--- src/rtl/avr_spi_regbank_if.sv ---
// AVR SPI pin bundle: the AVR drives chip select, clock and data in,
// the register bank drives data back out.
interface avr_spi_regbank_if;
    logic spics_n;
    logic spick;
    logic spido;
    logic spidi;

    modport master (output spics_n, output spick, output spido, input spidi);
    modport slave  (input spics_n, input spick, input spido, output spidi);
endinterface

--- src/rtl/avr_spi_regbank.sv ---
// AVR SPI register bank: 8-bit LSB-first register number, then a DW-bit
// data phase that reads back rd_data[ch] and writes wr_data[ch] on commit.

// One write channel: holds its word and pulses stb on the cycle it updates.
module avr_spi_regbank_ch #(
    parameter int DW = 16
) (
    input  logic          fclk,
    input  logic          rst_n,
    input  logic          wr_en,
    input  logic [DW-1:0] din,
    output logic [DW-1:0] dout,
    output logic          stb
);
    // Capture the received word and strobe together so they line up.
    always_ff @(posedge fclk or negedge rst_n) begin
        if (!rst_n) begin
            dout <= '0;
            stb  <= 1'b0;
        end else begin
            stb <= wr_en;
            if (wr_en) dout <= din;
        end
    end
endmodule

module avr_spi_regbank #(
    parameter int         NCH       = 8,
    parameter int         DW        = 16,
    parameter logic [7:0] BASE      = 8'h70,
    parameter bit         LSB_FIRST = 1'b1
) (
    input  logic                  fclk,
    input  logic                  rst_n,
    avr_spi_regbank_if.slave      spi,
    input  logic [7:0]            status_in,
    input  logic [NCH*DW-1:0]     rd_data,
    output logic [NCH*DW-1:0]     wr_data,
    output logic [NCH-1:0]        wr_stb,
    output logic                  err_stb
);
    localparam int CHW = (NCH > 1) ? $clog2(NCH) : 1;
    localparam int BCW = $clog2(DW + 2);

    typedef enum logic [1:0] {ADDR, DATA, COMMIT} state_t;

    state_t                    state, state_n;
    logic [2:0]                cs_sr, ck_sr;
    logic [1:0]                do_sr;
    logic                      cs_hi, cs_fall, cs_rise, sck_rise, sdo;
    logic [7:0]                regnum;
    logic [DW-1:0]             shift_out, in_sh, rd_sel;
    logic [BCW-1:0]            bitcnt;
    logic [CHW-1:0]            ch, ch_dec;
    logic                      valid, addr_ok, do_wr, do_err;
    logic [NCH-1:0]            wr_en;
    logic [NCH-1:0][DW-1:0]    rd_arr, wd_arr;

    assign rd_arr  = rd_data;
    assign wr_data = wd_arr;

    // Two-flop resync of the SPI pins plus a third flop on CS/SCK for edges.
    // Reset to 0 so a CS held low across reset release is not seen as a fall.
    always_ff @(posedge fclk or negedge rst_n) begin
        if (!rst_n) begin
            cs_sr <= '0;
            ck_sr <= '0;
            do_sr <= '0;
        end else begin
            cs_sr <= {cs_sr[1:0], spi.spics_n};
            ck_sr <= {ck_sr[1:0], spi.spick};
            do_sr <= {do_sr[0], spi.spido};
        end
    end

    assign cs_hi    = cs_sr[1];
    assign cs_fall  = cs_sr[2] & ~cs_sr[1];
    assign cs_rise  = ~cs_sr[2] & cs_sr[1];
    // A CS edge in the same cycle swallows the sck rise.
    assign sck_rise = ~ck_sr[2] & ck_sr[1] & ~cs_fall & ~cs_rise;
    assign sdo      = do_sr[1];

    // Register-number decode; ch is only meaningful when addr_ok is set.
    assign addr_ok = ({1'b0, regnum} >= {1'b0, BASE}) &&
                     ({1'b0, regnum} <  ({1'b0, BASE} + 9'(NCH)));
    assign ch_dec  = CHW'(regnum - BASE);

    // Readback word for the decoded channel, zero for an unmapped register.
    always_comb begin
        rd_sel = '0;
        for (int i = 0; i < NCH; i++)
            if (addr_ok && ch_dec == CHW'(i)) rd_sel = rd_arr[i];
    end

    // State register.
    always_ff @(posedge fclk or negedge rst_n) begin
        if (!rst_n) state <= ADDR;
        else        state <= state_n;
    end

    // Next state: CS fall opens the data phase, CS rise commits for one cycle.
    always_comb begin
        state_n = state;
        case (state)
            ADDR:    if (cs_fall) state_n = DATA;
            DATA:    if (cs_rise) state_n = COMMIT;
            default: state_n = ADDR;
        endcase
    end

    // Address/data shifters, bit counter and latched channel decode.
    always_ff @(posedge fclk or negedge rst_n) begin
        if (!rst_n) begin
            regnum    <= '0;
            shift_out <= '0;
            in_sh     <= '0;
            bitcnt    <= '0;
            ch        <= '0;
            valid     <= 1'b0;
        end else begin
            case (state)
                ADDR: begin
                    if (cs_rise) begin
                        regnum    <= '0;
                        shift_out <= DW'(status_in);
                    end else if (cs_fall) begin
                        ch        <= ch_dec;
                        valid     <= addr_ok;
                        bitcnt    <= '0;
                        shift_out <= rd_sel;
                    end else if (sck_rise && cs_hi) begin
                        regnum    <= {sdo, regnum[7:1]};
                        shift_out <= shift_out >> 1;
                    end
                end
                DATA: begin
                    if (cs_rise) begin
                        regnum    <= '0;
                        shift_out <= DW'(status_in);
                    end else if (sck_rise) begin
                        if (LSB_FIRST) begin
                            in_sh     <= {sdo, in_sh[DW-1:1]};
                            shift_out <= shift_out >> 1;
                        end else begin
                            in_sh     <= {in_sh[DW-2:0], sdo};
                            shift_out <= shift_out << 1;
                        end
                        if (bitcnt != BCW'(DW + 1)) bitcnt <= bitcnt + 1'b1;
                    end
                end
                default: ;
            endcase
        end
    end

    assign spi.spidi = (state == DATA && !LSB_FIRST) ? shift_out[DW-1] : shift_out[0];

    // Commit outcome: exact-length write to a mapped channel, zero-length
    // read is silent, anything else is flagged.
    assign do_wr  = (state == COMMIT) && valid && (bitcnt == BCW'(DW));
    assign do_err = (state == COMMIT) && (bitcnt != '0) && !do_wr;

    // One-hot write enable for the addressed channel.
    always_comb begin
        wr_en = '0;
        for (int i = 0; i < NCH; i++)
            if (do_wr && ch == CHW'(i)) wr_en[i] = 1'b1;
    end

    // Error strobe registered to line up with the write strobes.
    always_ff @(posedge fclk or negedge rst_n) begin
        if (!rst_n) err_stb <= 1'b0;
        else        err_stb <= do_err;
    end

    for (genvar g = 0; g < NCH; g++) begin : g_ch
        avr_spi_regbank_ch #(.DW(DW)) u_ch (
            .fclk  (fclk),
            .rst_n (rst_n),
            .wr_en (wr_en[g]),
            .din   (in_sh),
            .dout  (wd_arr[g]),
            .stb   (wr_stb[g])
        );
    end
endmodule
--- src/flat_wrapper.sv ---
// flat-port wrapper written by rule: the top's interface ports become plain ports
module avr_spi_regbank_flat 
#(
    parameter int         NCH       = 8,
    parameter int         DW        = 16,
    parameter logic [7:0] BASE      = 8'h70,
    parameter bit         LSB_FIRST = 1'b1
)
  (fclk, rst_n, status_in, rd_data, wr_data, wr_stb, err_stb, spi_spics_n, spi_spick, spi_spido, spi_spidi);
  avr_spi_regbank_if spi_i ();
  input  logic fclk;
  input  logic rst_n;
  input  logic [7:0] status_in;
  input  logic [NCH*DW-1:0] rd_data;
  output logic [NCH*DW-1:0] wr_data;
  output logic [NCH-1:0] wr_stb;
  output logic err_stb;
  input wire logic [$bits(spi_i.spics_n)-1:0] spi_spics_n;
  input wire logic [$bits(spi_i.spick)-1:0] spi_spick;
  input wire logic [$bits(spi_i.spido)-1:0] spi_spido;
  output wire logic [$bits(spi_i.spidi)-1:0] spi_spidi;
  assign spi_i.spics_n = spi_spics_n;
  assign spi_i.spick = spi_spick;
  assign spi_i.spido = spi_spido;
  assign spi_spidi = spi_i.spidi;
  avr_spi_regbank #(.NCH(NCH), .DW(DW), .BASE(BASE), .LSB_FIRST(LSB_FIRST)) u_core (.fclk(fclk), .rst_n(rst_n), .spi(spi_i), .status_in(status_in), .rd_data(rd_data), .wr_data(wr_data), .wr_stb(wr_stb), .err_stb(err_stb));
endmodule
--- config.mk ---
export PLATFORM = sky130hd
export DESIGN_NAME = avr_spi_regbank_flat
export DESIGN_NICKNAME = d
export VERILOG_FILES = /design/src/rtl/avr_spi_regbank_if.sv /design/src/rtl/avr_spi_regbank.sv /design/src/flat_wrapper.sv
export SDC_FILE = /design/constraint.sdc
export NUM_CORES = 1
export LEC_CHECK = 0
export ABC_CLOCK_PERIOD_IN_PS = 2250
export CAP_MARGIN = 0
export CELL_PAD_IN_SITES_DETAIL_PLACEMENT = 0
export CELL_PAD_IN_SITES_GLOBAL_PLACEMENT = 1
export CORE_MARGIN = 1.5
export CORE_UTILIZATION = 38
export DETAILED_ROUTE_END_ITERATION = 6
export PLACE_DENSITY_LB_ADDON = 0.1
export SLEW_MARGIN = 20
export SYNTH_ARGS = -nofsm -noshare
export SYNTH_HDL_FRONTEND = slang
export SYNTH_HIERARCHICAL = 1
export SYNTH_SLANG_ARGS = --single-unit
--- constraint.sdc ---
create_clock -name fclk -period 2.25 [get_ports fclk]
set_clock_uncertainty 0.1 [all_clocks]
set_input_delay 0.5625 -clock fclk [delete_from_list [all_inputs] [get_ports fclk]]
set_output_delay 0.5625 -clock fclk [all_outputs]
set_load 0.02 [all_outputs]
# Word level (Yosys, flattened, before mapping)
# Index checks and enable logic that the tools add are counted.
dict set report word_totals {
  mem_count 0
  mem_bits_rw 0
  regBits 196
  romBits 0
  wordCells 139
  out_inout_bits 138
  latchBits 0
}
dict set report classes {
  n_mux 36
  bitwise 10
  div 0
  shift 0
  addsub 2
  n_eq_ne 28
  reduce_logical 34
  n_lt_le_gt_ge 2
  multipliers 0
}
# op n
set ops {}
lappend ops {{16-bit 2-to-1 mux} 13}
lappend ops {{8-bit 2-to-1 mux} 4}
lappend ops {{16-bit one-hot mux with 2 select lines} 1}
lappend ops {{5-bit 2-to-1 mux} 5}
lappend ops {{3-bit == test (second input constant)} 8}
lappend ops {{1-bit logical AND} 22}
lappend ops {{8-bit one-hot mux with 2 select lines} 1}
lappend ops {{3-bit by 2-bit == test with 1-bit output (second input constant)} 4}
lappend ops {{5-bit one-hot mux with 2 select lines} 1}
lappend ops {{3-bit AND reduction} 3}
lappend ops {{8-bit by 7-bit greater-or-equal comparator with 1-bit output (second input constant)} 1}
lappend ops {{8-bit by 7-bit less-than comparator with 1-bit output (second input constant)} 1}
lappend ops {{1-bit 2-to-1 mux} 8}
lappend ops {{2-bit by 1-bit inequality test with 1-bit output (second input constant)} 4}
lappend ops {{3-bit by 1-bit == test with 1-bit output (second input constant)} 2}
lappend ops {{3-bit zero test} 2}
lappend ops {{3-bit by 1-bit inequality test with 1-bit output (second input constant)} 2}
lappend ops {{6-bit AND reduction} 1}
lappend ops {{5-bit by 1-bit adder with 5-bit output (second input constant)} 1}
lappend ops {{1-bit bitwise AND} 5}
lappend ops {{5-bit == test (second input constant)} 1}
lappend ops {{5-bit inequality test (second input constant)} 1}
lappend ops {{1-bit inverter} 5}
lappend ops {{5-bit nonzero test} 1}
lappend ops {{other kinds (13)} 15}

# Logic depth before layout (Yosys ltp)
# Gate-level depths: netlist of the first run.
dict set report logic_depth {
  word_depth 14
  depth_mapped 9
  depth_no_buf 7
}

# Modules after synthesis
# Netlist of the first run, hierarchy kept.
# module area_per_inst_um2 n_inst seq_area_each_um2 cells_per_inst
set modules_own_cells {}
lappend modules_own_cells {avr_spi_regbank_ch 674.4 8 425.4 35}
lappend modules_own_cells {avr_spi_regbank 3970.1 1 1501.4 372}

# Worst setup path after synthesis of the first run
# Ideal clock, no wire load.
dict set report synth_path {
  kind {register to register}
  start {reg u_core.cs_sr[1]}
  end {reg u_core.shift_out[10]}
  arrival_ps 1815
  period_less_slack_ps 2039
  path_buffers 1
  stages_incl_launch_ff 8
  slack_ps 211
  path_cell_list {dfrtp_1 inv_1 ha_1 nor2_1 o31ai_1 clkbuf_1 nor2_1 a211o_1}
}
dict set report synth_via {
  elab_chain_cells 8
}
# item line_no
set synth_lines {}
lappend synth_lines {{start, declared} avr_spi_regbank.sv:48} ;# logic [2:0] cs_sr, ck_sr;
lappend synth_lines {{start signal, assigned} avr_spi_regbank.sv:70} ;# cs_sr <= {cs_sr[1:0], spi.spics_n};
lappend synth_lines {{1-bit inverter} avr_spi_regbank.sv:77} ;# assign cs_fall = cs_sr[2] & ~cs_sr[1];
lappend synth_lines {{1-bit bitwise AND} avr_spi_regbank.sv:77}
lappend synth_lines {{1-bit inverter} avr_spi_regbank.sv:80} ;# assign sck_rise = ~ck_sr[2] & ck_sr[1] & ~cs_fall & ~cs_rise;
lappend synth_lines {{1-bit bitwise AND (2 in a row)} avr_spi_regbank.sv:80}
lappend synth_lines {{1-bit logical AND} avr_spi_regbank.sv:131} ;# end else if (sck_rise && cs_hi) begin
lappend synth_lines {{4-bit by 1-bit inequality test with 1-bit output (no source line)} -}
lappend synth_lines {{3-bit AND reduction (no source line)} -}
lappend synth_lines {{end signal, assigned} avr_spi_regbank.sv:130} ;# shift_out <= rd_sel;
lappend synth_lines {{end signal, assigned} avr_spi_regbank.sv:133} ;# shift_out <= shift_out >> 1;
lappend synth_lines {{end signal, assigned} avr_spi_regbank.sv:139} ;# shift_out <= DW'(status_in);
lappend synth_lines {{end, declared} avr_spi_regbank.sv:52} ;# logic [DW-1:0] shift_out, in_sh, rd_sel;
# Parallel ways exist; a longest one is shown, timed or not.
# A chain may end at the register's enable or synchronous reset.

# Worst setup path after layout of the first run
dict set report layout_path {
  start {reg u_core.cs_sr[1]}
  end {reg u_core.shift_out[15]}
}
# The elaborated chain is that of the path after synthesis.

==> metrics.csv, run 1 <==
stage,metric,value,unit
place,placed_cells,1247,
place,place_congestion,0.7860,
drt,drt_iter0_drc,240,
yosys,synth_simple_gate_area_frac,0.06533,
grt,use_met1,0.2769,
timing,fmax,463.9,MHz
drt,vias,6505,
floorplan,die-area,25600,sq um
yosys,synth_edf_count,0,
timing,final_max_slew_viol_count,0,
drt,first_pass_iters,4,
grt,grt.met2_usage,0.3362,
worst_hold_path,hold_depth,0,
drt,wl,25.27,mm
yosys,synth-seq-area-share,0.5237,
clocking,clkTransAtPathRegs,80,ps
worst_setup_path,ff2ff_setup_slack,90,ps
yosys,syn_nets,799,
yosys,yosysUniqueCellTypes,51,
floorplan,coreArea,24250,sq um
worst_setup_path,end_kind,flop,
drt,vias_per_cell,5.082,
place,io_buffers,278,
layout,area_growth,41.42,%
layout,layout.cells.non_filler,1280,
floorplan,io_pins,279,
yosys,yosysWarnings,6,
grt,grtUsageMet3,0.04883,
place,hpwl,18.95,mm
clocking,cts_tree,yes,
yosys,synthArstFlopShare,1.000,
layout,design_area,13240,sq um
yosys,synthFlopType,dfrtp_1,
clocking,clockRootBuffer,clkbuf_16,
run,max_cap_viol_count,0,
timing,setup_tns,0,ps
power,ir_worst_vdd,0.3590,mV
timing,min_period,2156,ps
timing,tightest_slew,681.3,ps
power,p_leak,5.862,nW
yosys,synthMuxAreaShare,0.2847,
grt,antenna_found_initial,0,
layout,regArea,4910,sq um
layout,n_fill_cell,2034,
worst_hold_path,min_to,u_core/do_sr[1],
worst_setup_path,required,2480,ps
clocking,h-tree-depth,4,
drt,drt-wirelength-per-cell,19.74,um
worst_setup_path,cp.arrival,2380,ps
worst_setup_path,path_class,flop to flop,
grt,grt_pass1_wl,40.85,mm
yosys,synth-xor-area-share,0,
yosys,synth.top_cell.area_share,0.5237,
yosys,syn_area,9365,sq um
worst_hold_path,min-delay-start,u_core/do_sr[0],
timing,hold_viol_final,0,
worst_setup_path,cp_max_fo,8,
layout,fin_nets,1090,
yosys,synth.largest_area_cell,dfrtp_1,
clocking,insertion_delay,430,ps
clocking,cts_sinks,196,
clocking,clock_path_buffers,2,
layout,drive_above_1_share,0.2835,
yosys,synth_top_family_by_area,multiplexers,
worst_setup_path,reg2reg_from,u_core/cs_sr[1],
clocking,post_cts_buffers,0,
yosys,syn_inst,652,
yosys,synth.ff_latch_count,196,
place,dpl-instance-area,12600,sq um
floorplan,die_w,160.0,um
layout,n_antenna_cell,0,
worst_setup_path,start_kind,flop,
yosys,synth_fa_ha_area_frac,0.008016,
timing,finalCritPeriodShare,0.9581,
layout,final_common_cell,clkdlybuf4s50_1,
layout,multi_input_area,4083,sq um
timing,setup_viol_count_final,0,
grt,overflow,0,
power,powerDensity,598.1,nW/um^2
grt,grt_usage,0.2054,
floorplan,start_util,0.3862,
yosys,synth-compound-area-share,0.07054,
yosys,synth_area_leaders,"dfrtp_1 52%, mux2_4 13%, mux2_2 9.3%",
worst_setup_path,reg2reg_to,u_core/shift_out[15],
worst_hold_path,hp-class,flop to flop,
drt,drc,0,
yosys,avgSynthCellArea,14.36,sq um
floorplan,die_h,160.0,um
worst_setup_path,reg2reg_depth,6,
grt,grt_pass1_vias,7007,
outcome,status,"complete, no violations",
grt,busiest_layer,met2,
timing,relSlewSlack,0.5458,
drt,route.antenna.remaining_nets,0,
timing,rsz0062_at_grt,yes,
clocking,numCtsBuffers,17,
layout,layout_common_cells,"277 x clkdlybuf4s50_1, 194 x dfrtp_1, 80 x mux2_4",
grt,grt_max_degree,65,
floorplan,rows,57,
layout,post-route-util,0.5462,
## worst max path at each step
stage / start / to / slack (ps) / cells after the start
2_1_floorplan: u_core/cs_sr[1] / u_core/shift_out[10] / 210 / 7
3_3_place_gp: rd_data[13] / u_core/shift_out[13] / -230 / 6
3_5_place_dp: rd_data[13] / u_core/shift_out[13] / -260 / 6
4_1_cts: u_core/cs_sr[1] / u_core/shift_out[15] / 2 / 6
5_1_grt: u_core/bitcnt[1] / u_core/g_ch[0].u_ch/dout[15] / -4 / 8
6_report: u_core/cs_sr[1] / u_core/shift_out[15] / 90 / 6
## Yosys cell counts, types with 5 or more instances
master	count
dfrtp_1	196
mux2_4	80
mux2_2	77
nand2_1	27
nor2_1	23
mux4_2	19
a22o_1	18
mux2i_1	17
o22ai_1	16
a21oi_1	15
nor3_1	14
buf_2	13
buf_6	13
nand2b_1	12
inv_1	10
clkbuf_1	9
buf_12	8
nor4_1	8
o31ai_1	8
a221oi_1	6
ha_1	6
a211o_1	5
o21ai_0	5
## repair_timing
action,in CTS,in global routing
endpoints found under the hold margin,30,0
endpoints found under the setup margin,12,40
resized for setup,2,9
pin swaps,0,0
hold buffers,1,0
## report_power, final
part	switching, W	internal [W]	leakage [nW]
Sequential	0.000214	0.00368	2.70
Clock	0.00148	0.00152	0.285
Combinational	0.000460	0.000568	2.88
Total	0.00215	0.00577	5.86
## critical path, stage by stage (launching register included)
cell and delay [ps]:
dfrtp_2 410, inv_1 70, ha_1 320, a31oi_1 270
o31ai_4 120, or2_1 380, o41ai_2 380
## sequential cells by signal (all words and copies together), names as in the netlist, 2 cells and up
signal,cells
u_core/cs_sr,3
u_core/ck_sr,3
u_core/in_sh,16
u_core/do_sr,2
u_core/bitcnt,5
u_core/state,2
u_core/regnum,8
u_core/shift_out,16
u_core/g_ch.u_ch/stb,8
u_core/g_ch.u_ch/dout,128
u_core/ch,3
## routing by layer
metal  vias up  share of wire
met5         -              0
met4         0         0.0098
met3        15          0.056
met2       208           0.49
met1      3287           0.45
li1       2995              -
## area by class of cell
class	instances	area share
clock inverters	14	0.01190
repair buffers	315	0.2422
clock buffers	18	0.03316
well taps	324	0.03061
flip-flops and latches	196	0.3707
inverters	11	0.003118
multi-input cells	402	0.3083
## logic make-up after synthesis
family	after synthesis
mux	193
fa+ha+maj	6
simple gates	113
flops	196
compound gates	90
buf+inv	54
## stage by stage
| step | worst slack, ps | hold WS [ps] | total power [W] |
|---|---|---|---|
| after floorplan | 211.2 | 166.9 | 0.004412 |
| after global placement | -233.3 | 234.1 | 0.004948 |
| after detailed placement | -258.3 | 234.7 | 0.004991 |
| after CTS | 1.618 | 252.6 | 0.008020 |
| after global routing | -4.463 | 256.8 | 0.008311 |
| final | 94.20 | 250.4 | 0.007921 |
Power figures use the tool's default switching activity.
==> inputs of run 2 (changes only) <==
--- a/config.mk
+++ b/config.mk
@@ -12,6 +12,7 @@
 export CORE_MARGIN = 1.5
 export CORE_UTILIZATION = 38
 export DETAILED_ROUTE_END_ITERATION = 6
+export GPL_TIMING_DRIVEN = 0
 export PLACE_DENSITY_LB_ADDON = 0.1
 export SLEW_MARGIN = 20
 export SYNTH_ARGS = -nofsm -noshare
==> run 2 against run 1 <==
  * Power increased by 0.49%
  * Count of clock-buffer cells in the layout unchanged
  * First-iteration DRC count up 54%
  * Combinational power is essentially flat
  * Die area did not move
  * Worst setup slack got worse by 15 ps
  * Sequential power is essentially flat
  * Final area is 0.31% higher
  * Critical path type unchanged
  * Critical endpoint is now u_core/shift_out[13]
  * Highest routed layer unchanged
==> metrics.csv, run 2 (synthesized netlist as in run 1, its figures left out) <==
stage,metric,value,unit,change
layout,final_common_cell,clkdlybuf4s50_1,,
drt,wl,25.69,mm,+1.7%
clocking,numCtsBuffers,17,,unchanged
worst_setup_path,reg2reg_from,u_core/regnum[2],,
floorplan,die_w,160.0,um,unchanged
worst_setup_path,end_kind,flop,,
timing,hold_viol_final,0,,unchanged
power,clock_power_share,0.380,,+0.002
clocking,insertion_delay,430,ps,about the same
power,switching_share,0.2759,,+0.004187
timing,finalCritPeriodShare,0.9647,,+0.006582
floorplan,coreArea,24250,sq um,unchanged
clocking,h-tree-depth,4,,unchanged
power,ir_worst_vdd,0.3580,mV,-0.30%
grt,grt_usage,0.2064,,+0.0009414
drt,drt_iter0_drc,369,,+54%
layout,largest_reg_flops,128,,unchanged
place,placed_cells,1255,,+0.64%
worst_setup_path,path_class,flop to flop,,
layout,area_growth,41.86,%,
power,comb_power_share,0.130,,about the same
layout,n_antenna_cell,0,,unchanged
timing,relSlewSlack,0.5125,,-0.03330
drt,vias_per_cell,5.061,,-0.41%
floorplan,start_util,0.3862,,unchanged
power,power_frac_seq,0.490,,-0.002
drt,drc,0,,unchanged
drt,first_pass_iters,4,,unchanged
layout,fin_nets,1098,,+0.73%
power,power.total,0.007959,W,+0.49%
clocking,hold_buffers,0,,-1
timing,fmax,460.7,MHz,-0.68%
place,io_buffers,278,,unchanged
timing,tightest_slew,731.2,ps,+49.94 ps
place,hpwl,19.42,mm,+2.5%
worst_setup_path,start_kind,flop,,
floorplan,die-area,25600,sq um,unchanged
layout,top_register,u_core/g_ch.u_ch/dout,,
grt,overflow,0,,unchanged
timing,holdWs,42.21,ps,-208.1 ps
clocking,cts_sinks,196,,unchanged
grt,grt_pass1_vias,6970,,-0.53%
run,max_cap_viol_count,0,,unchanged
timing,rsz0062_at_grt,yes,,
worst_setup_path,required,2470,ps,about the same
outcome,status,"complete, no violations",,
worst_setup_path,cp.arrival,2390,ps,about the same
timing,setup_viol_count_final,0,,unchanged
worst_hold_path,hp-class,input pin to asynchronous set/reset pin,,
timing,min_period,2171,ps,+14.81 ps
place,place_congestion,0.8090,,+2.9%
drt,drt-wirelength-per-cell,19.94,um,+1.0%
layout,drive_above_1_share,0.2801,,-0.003390
power,p_int,0.005764,W,about the same
layout,top_regs,"u_core/g_ch.u_ch/dout x128, u_core/in_sh x16, u_core/shift_out x16",,
worst_setup_path,reg2reg_to,u_core/shift_out[13],,
floorplan,die_h,160.0,um,unchanged
clocking,clockRootBuffer,clkbuf_16,,
drt,vias,6519,,+0.22%
timing,final_max_slew_viol_count,0,,unchanged
power,power.net_switching,0.002196,W,+2.0%
worst_setup_path,ff2ff_setup_slack,80,ps,about the same
worst_setup_path,reg2reg_depth,6,,unchanged
layout,layout_common_cells,"277 x clkdlybuf4s50_1, 196 x dfrtp_1, 80 x mux2_4",,
layout,layout.cells.non_filler,1288,,+0.63%
floorplan,io_pins,279,,unchanged
clocking,clkTransAtPathRegs,80,ps,about the same
grt,grt_pass1_wl,40.66,mm,-0.46%
drt,route.antenna.remaining_nets,0,,unchanged
grt,antenna_found_initial,0,,unchanged
grt,grt_max_degree,103,,+58%
power,powerDensity,599.1,nW/um^2,+0.17%
power,p_leak,5.897,nW,+0.59%
clocking,cts_tree,yes,,
floorplan,rows,57,,unchanged
clocking,clock_path_buffers,2,,unchanged
layout,post-route-util,0.5479,,+0.001702
worst_setup_path,cp_max_fo,10,,+2
[run 2: layer usage]
layer | up-vias | GRT usage | wire length, um
li1 | 3011 | - | -
met1 | 3258 | 0.2704 | 11430
met3 | 20 | 0.05532 | 1572
met2 | 230 | 0.3407 | 12390
met4 | 0 | 0.04970 | 302
met5 | - | 0 | 0
[run 2: power by group through the flow]
stage | clock (W) | sequential (W) | combinational, W
after floorplan | 0 | 0.00390 | 0.000510
final | 0.00303 | 0.00390 | 0.00104
after detailed placement | 0 | 0.00396 | 0.00100
after global placement | 0 | 0.00395 | 0.000962
after global routing | 0.00327 | 0.00393 | 0.00113
after CTS | 0.00311 | 0.00390 | 0.00101
[run 2: worst max-delay path: stages, from the launching register on]
cell and delay, ps:
dfrtp_1 440, buf_2 270, clkinv_1 240, buf_2 280
a21oi_1 240, o221ai_1 160, a221o_1 320
[run 2: stage by stage]
stage | worst slack (ps) | setup TNS [ps] | instance area [sq um]
after detailed placement | -318.6 | -14380 | 12590
after floorplan | 211.2 | 0 | 9365
after global placement | -7336 | -1444860 | 12550
final | 79.39 | 0 | 13290
after CTS | 1.472 | 0 | 13230
after global routing | -46.98 | -981.0 | 13290
[run 2: worst max-delay path by stage]
stage                startpoint                            to  cells past startpoint
2_1_floorplan   u_core/cs_sr[1]          u_core/shift_out[10]                      7
3_3_place_gp              rst_n   u_core/g_ch[3].u_ch/dout[0]                      1
3_5_place_dp        rd_data[13]          u_core/shift_out[13]                      6
4_1_cts         u_core/cs_sr[1]           u_core/shift_out[5]                      9
5_1_grt        u_core/bitcnt[0]  u_core/g_ch[4].u_ch/dout[11]                      9
6_report       u_core/regnum[2]          u_core/shift_out[13]                      6
[run 2: final cells by class]
| cell class | count | area, sq um |
|---|---|---|
| clock buffers | 18 | 439.2 |
| plain buffers | 41 | 407.9 |
| fillers | 2056 | 10960 |
| repair buffers | 282 | 2838 |
| well taps | 324 | 405.4 |
| multi-input cells | 402 | 4083 |
| inverters | 11 | 41.29 |
| clock inverters | 14 | 166.4 |
| flip-flops and latches | 196 | 4905 |
[run 2: repair_timing]
item,CTS,global route
buffers inserted,0,3
resized for setup,10,14
setup endpoints to repair,116,105
pin swaps,2,2
==> inputs of run 3 (changes only) <==
--- a/config.mk
+++ b/config.mk
@@ -13,6 +13,7 @@
 export CORE_UTILIZATION = 38
 export DETAILED_ROUTE_END_ITERATION = 6
 export GPL_TIMING_DRIVEN = 0
+export HOLD_SLACK_MARGIN = 0.02
 export PLACE_DENSITY_LB_ADDON = 0.1
 export SLEW_MARGIN = 20
 export SYNTH_ARGS = -nofsm -noshare
==> results of run 3 <==
The final DEF is identical to that of run 2; final timing and power are the same.
